## src/rtl/stack_ctrl.sv

```systemverilog
// Round-robin two-port sequencer for the CPU's 32-entry hardware stack.
// Each accepted request runs IDLE -> CMD (strobe) -> RESP (done/err), one transaction per 3 cycles.
module stack_ctrl #(
    parameter int DEPTH = 32,
    parameter int W     = 8,
    parameter int CW    = 6
) (
    input  logic          clk,
    input  logic          rst,
    input  logic          req0,
    input  logic          req1,
    input  logic [1:0]    op0,
    input  logic [1:0]    op1,
    input  logic [W-1:0]  wdata0,
    input  logic [W-1:0]  wdata1,
    output logic          gnt0,
    output logic          gnt1,
    output logic          done0,
    output logic          done1,
    output logic          err0,
    output logic          err1,
    output logic [W-1:0]  rdata,
    output logic [CW-1:0] count,
    output logic          full,
    output logic          empty,
    output logic [W-1:0]  stk_din,
    output logic          stk_push,
    output logic          stk_pop,
    output logic          stk_tos,
    input  logic [W-1:0]  stk_dout,
    output logic [1:0]    dbg_state
);

    localparam logic [1:0]    OP_PUSH  = 2'b01;
    localparam logic [1:0]    OP_POP   = 2'b10;
    localparam logic [1:0]    OP_TOS   = 2'b11;
    localparam logic [CW-1:0] FULL_CNT = CW'(DEPTH);

    typedef enum logic [1:0] {
        IDLE = 2'd0,
        CMD  = 2'd1,
        RESP = 2'd2
    } state_t;

    state_t      state;
    state_t      state_nxt;
    logic        ptr;
    logic        port_q;
    logic [1:0]  op_q;
    logic        legal_q;

    logic        any_req;
    logic        sel_port;
    logic [1:0]  sel_op;
    logic [W-1:0] sel_wdata;
    logic        sel_legal;

    // Arbitration and legality, judged against the count before the grant.
    always_comb begin
        any_req   = req0 | req1;
        sel_port  = (req0 && req1) ? ptr : req1;
        sel_op    = sel_port ? op1 : op0;
        sel_wdata = sel_port ? wdata1 : wdata0;
        case (sel_op)
            OP_PUSH:        sel_legal = (count < FULL_CNT);
            OP_POP, OP_TOS: sel_legal = (count != '0);
            default:        sel_legal = 1'b0;
        endcase
    end

    always_comb begin
        state_nxt = state;
        case (state)
            IDLE:    if (any_req) state_nxt = CMD;
            CMD:     state_nxt = RESP;
            RESP:    state_nxt = IDLE;
            default: state_nxt = IDLE;
        endcase
    end

    always_comb begin
        gnt0     = 1'b0;
        gnt1     = 1'b0;
        done0    = 1'b0;
        done1    = 1'b0;
        err0     = 1'b0;
        err1     = 1'b0;
        stk_push = 1'b0;
        stk_pop  = 1'b0;
        stk_tos  = 1'b0;
        if (state == CMD) begin
            gnt0     = !port_q;
            gnt1     = port_q;
            stk_push = legal_q && (op_q == OP_PUSH);
            stk_pop  = legal_q && (op_q == OP_POP);
            stk_tos  = legal_q && (op_q == OP_TOS);
        end else if (state == RESP) begin
            done0 = !port_q;
            done1 = port_q;
            err0  = !port_q && !legal_q;
            err1  = port_q && !legal_q;
        end
    end

    always_ff @(posedge clk or negedge rst) begin
        if (!rst) begin
            state   <= IDLE;
            ptr     <= 1'b0;
            port_q  <= 1'b0;
            op_q    <= 2'b00;
            legal_q <= 1'b0;
            stk_din <= '0;
            count   <= '0;
        end else begin
            state <= state_nxt;
            if (state == IDLE && any_req) begin
                ptr     <= ~sel_port;
                port_q  <= sel_port;
                op_q    <= sel_op;
                legal_q <= sel_legal;
                stk_din <= sel_wdata;
            end
            // Legality guarantees count never wraps and the stack pointer stays in range.
            if (state == CMD && legal_q) begin
                if (op_q == OP_PUSH)
                    count <= count + CW'(1);
                else if (op_q == OP_POP)
                    count <= count - CW'(1);
            end
        end
    end

    assign rdata     = stk_dout;
    assign full      = (count == FULL_CNT);
    assign empty     = (count == '0);
    assign dbg_state = state;

endmodule

```

## config.mk

```make
export PLATFORM = sky130hd
export DESIGN_NAME = stack_ctrl
export DESIGN_NICKNAME = d
export VERILOG_FILES = /design/src/rtl/stack_ctrl.sv
export SDC_FILE = /design/constraint.sdc
export NUM_CORES = 1
export LEC_CHECK = 0
export CELL_PAD_IN_SITES_DETAIL_PLACEMENT = 1
export CELL_PAD_IN_SITES_GLOBAL_PLACEMENT = 1
export CORE_AREA = 2 2 72 74
export CTS_BUF_LIST = sky130_fd_sc_hd__clkbuf_16
export DETAILED_ROUTE_END_ITERATION = 10
export DIE_AREA = 0 0 74 76
export HOLD_SLACK_MARGIN = 0.15
export MAX_ROUTING_LAYER = met4
export PLACE_DENSITY_LB_ADDON = 0.3
export SYNTH_ARGS = -nofsm -noshare
export SYNTH_HDL_FRONTEND = slang
export SYNTH_SLANG_ARGS = --single-unit
```

## constraint.sdc

```tcl
create_clock -name clk -period 2.4 [get_ports clk]
set_input_delay 0.48 -clock clk [delete_from_list [all_inputs] [get_ports clk]]
set_output_delay 0.48 -clock clk [all_outputs]
set_load 0.01 [all_outputs]
```

==> out/qor.txt <==
Synth cell types - 37
Max Buffers Root-to-Sink - 2
top-area cell type share of the netlist area - 40.3%
worst min path class - flip-flop to flip-flop
max-cap violation count - 0
mux share of post-synthesis cell area - 6.91%
post-synthesis instance area - 1300 µm²
final count of negative-setup-slack endpoints - 0
number of enable-type register cells in the synthesized netlist - 0
class of the most critical setup path - flip-flop to primary output
most repeated cell in the gate-level netlist after synthesis - sky130_fd_sc_hd__dfrtp_1
fraction of the mapped netlist area in simple logic gates - 19.9%
final critical-path share of the clock period - 92.1%
worst endpoint data arrival time - 1.73 ns
Max Slew Vio Count - 0
DR WL/cell - 14.3 µm
Gate Count Post-Synth - 135
Clock Skews - 0.00289 ns
Final Util - 39.1%
Initial Util - 26.5%
dominant cells by area after synthesis - sky130_fd_sc_hd__dfrtp_1, sky130_fd_sc_hd__mux2i_1, sky130_fd_sc_hd__ha_1
Layout Area Growth over Synthesis - 47.4%
number of synthesized register bits - 21
Setup Total Neg Slack - 0 ns
fraction of the yosys area taken by sequential cells - 40.3%
dominant combinational cell family by area after synthesis - simple AND/OR/NAND/NOR gates
First-pass DRT Iterations - 4
Starting DRT DRC Count - 32
Post-Place Cells - 247
Hold Fails Final Rpt - 0
overall track demand over capacity in global routing - 14.3%
detailed-route DRC error count - 0
Setup crit start kind - flip-flop
data required time at the worst endpoint - 1.92 ns
leakage component of the power - 0.822 nW
aggregate routed wire length - 3.60 mm
Slew Limit Headroom - 78.9%
count of yosys warnings during synthesis - 0
die extent in x - 74 µm
Post-Synth XOR/XNOR Area - 2.69%
Inserted Clock Buffers - 3
# H-tree levels - 1
count of nets left with antenna violations after detail routing - 0
ratio of cells with drive above 1 in the final layout - 8.84%
Synth Area per Inst - 9.66 µm²
area fraction in compound gates after synthesis - 13.9%
number of cells in the finished layout apart from fillers - 251
clock transition at the registers of the reported paths - 0.06 ns
pin count of the biggest net entering global routing - 22
ranking of synthesized cells by instance count - sky130_fd_sc_hd__dfrtp_1, sky130_fd_sc_hd__nor2_1, sky130_fd_sc_hd__a21oi_1, sky130_fd_sc_hd__buf_4, sky130_fd_sc_hd__mux2i_1
number of vias in the routed layout - 1170
# nets final - 222
Die Span Y - 76 µm
Min Clock Period, post-route - 2.21 ns
status - finished clean
top_reg_cell synth - sky130_fd_sc_hd__dfrtp_1
biggest fanout along the worst timing path - 6
largest area contributor in the synthesized netlist - sky130_fd_sc_hd__dfrtp_1
DIE AREA - 5620 µm²
Fill cells - 568
async set-or-reset flop fraction in the synthesized netlist - 100%
wire length of the first global-routing pass - 6.15 mm
drt via density - 4.66
post-synthesis net count - 175
CP Capture Type - primary output
RD Place Congestion - 0.803
Setup Fix Bufs, Post-CTS - 0
via count of the first global-routing pass - 1269
count of buffers from port buffering - 50
Top Ports - 67
std cell rows - 26
cell at the root of the clock tree - sky130_fd_sc_hd__clkbuf_16
gr ovfl total - 0
antenna violations before repair - 0
power per unit of standard cell area - 1270 nW/µm²
antenna cell count - 0
Placeable Area - 4910 µm²
unrepaired setup endpoints after global routing - false
Post-CTS Hold Fix Bufs - 0
clock sinks - 21
Worst-Margin Slew - 0.316 ns
Worst-Skew Late Latency - 0.25 ns
TritonCTS clock tree - done
VDD IR-drop max - 537 µV
adder-cell area share of the yosys netlist - 8.25%
upper clock frequency limit - 453 MHz
Final HPWL DP - 2.86 mm
[logic make-up after synthesis]
group | Yosys count
muxes | 9
AOI/OAI and AO/OA | 29
and+or+nand+nor | 46
xor gates and xnor gates | 4
DFF | 21
buffers and inverters | 18
adders and majority gates | 8
[sequential cells by signal, indices dropped and copies added (netlist names)]
register	flops
count	6
op_q	2
port_q	1
dbg_state	2
stk_din	8
ptr	1
legal_q	1
[worst max-delay path, cell delays in order, from the launching register on]
cell and delay [ns]:
sky130_fd_sc_hd__dfrtp_1 0.47, sky130_fd_sc_hd__nor2b_2 0.29, sky130_fd_sc_hd__and3_1 0.18, sky130_fd_sc_hd__clkdlybuf4s50_1 0.54
[worst paths after layout]
check,start,end,slack (ns),cells past startpoint
worst max-delay path,dbg_state[0],stk_tos,0.19,3
worst min-delay path,stk_din[6],stk_din[6],0.53,2
worst max register to register,op_q[1],count[5],0.22,8
worst min register to register,stk_din[6],stk_din[6],0.53,2
max in group asynchronous,rst,count[5],1.59,2
min in group asynchronous,rst,stk_din[2],0.58,2
[layout by cell type, fill, tap and decap left out, types with 2 or more instances in the layout]
master and n:
sky130_fd_sc_hd__and3_1 4, sky130_fd_sc_hd__and2_1 2, sky130_fd_sc_hd__nor3_1 4, sky130_fd_sc_hd__nand3_1 2
sky130_fd_sc_hd__a21oi_1 9, sky130_fd_sc_hd__ha_1 7, sky130_fd_sc_hd__a21o_1 3, sky130_fd_sc_hd__dlygate4sd2_1 2
sky130_fd_sc_hd__nor2_1 14, sky130_fd_sc_hd__buf_4 5, sky130_fd_sc_hd__mux2i_1 9, sky130_fd_sc_hd__a31oi_1 4
sky130_fd_sc_hd__xnor2_1 3, sky130_fd_sc_hd__inv_1 6, sky130_fd_sc_hd__nand2b_1 2, sky130_fd_sc_hd__nand2_1 8
sky130_fd_sc_hd__clkbuf_16 3, sky130_fd_sc_hd__clkdlybuf4s50_1 48, sky130_fd_sc_hd__o21ai_0 6, sky130_fd_sc_hd__dfrtp_1 21
[what timing repair did]
action | 4_1_cts | 5_1_grt
cloned | 0 | 0
gates resized for setup | 2 | 2
endpoints found under the setup margin | 2 | 5
[report_power, final]
part           switching, mW  internal [mW]  leakage, nW
clock                  0.129          0.222       0.0423
combinational          0.661          0.713        0.535
sequential             0.186          0.529        0.244
total                  0.976           1.46        0.822
[final cells by class]
cell class	count	area, µm²	share of cell area (%)
well taps	70	87.6	4.56
inverters	5	18.8	0.977
clock buffers	3	75.1	3.91
multi-input cells	96	676	35.2
flip-flops and latches	21	526	27.3
repair buffers	55	536	27.9
clock inverters	1	3.75	0.195
[per-stage QoR]
step	total power, mW	setup WS, ns	instance area [µm²]	hold slack (ns)
detailed placement	2.11	0.140	1840	0.528
CTS	2.47	0.0936	1920	0.540
floorplan	1.49	0.451	1300	0.184
finish	2.44	0.190	1920	0.534
global placement	2.05	0.250	1840	0.511
global route	2.68	0.0554	1920	0.579
[metal layers]
metal / part of all wire, % / global-route usage (%) / vias up
met5: 0 / - / -
met2: 52 / 22.9 / 30
met1: 44 / 18.5 / 581
li1: - / - / 557
met4: 0.75 / 3.27 / 0
met3: 3.4 / 2.65 / 2
Power figures use the tool's default switching activity.
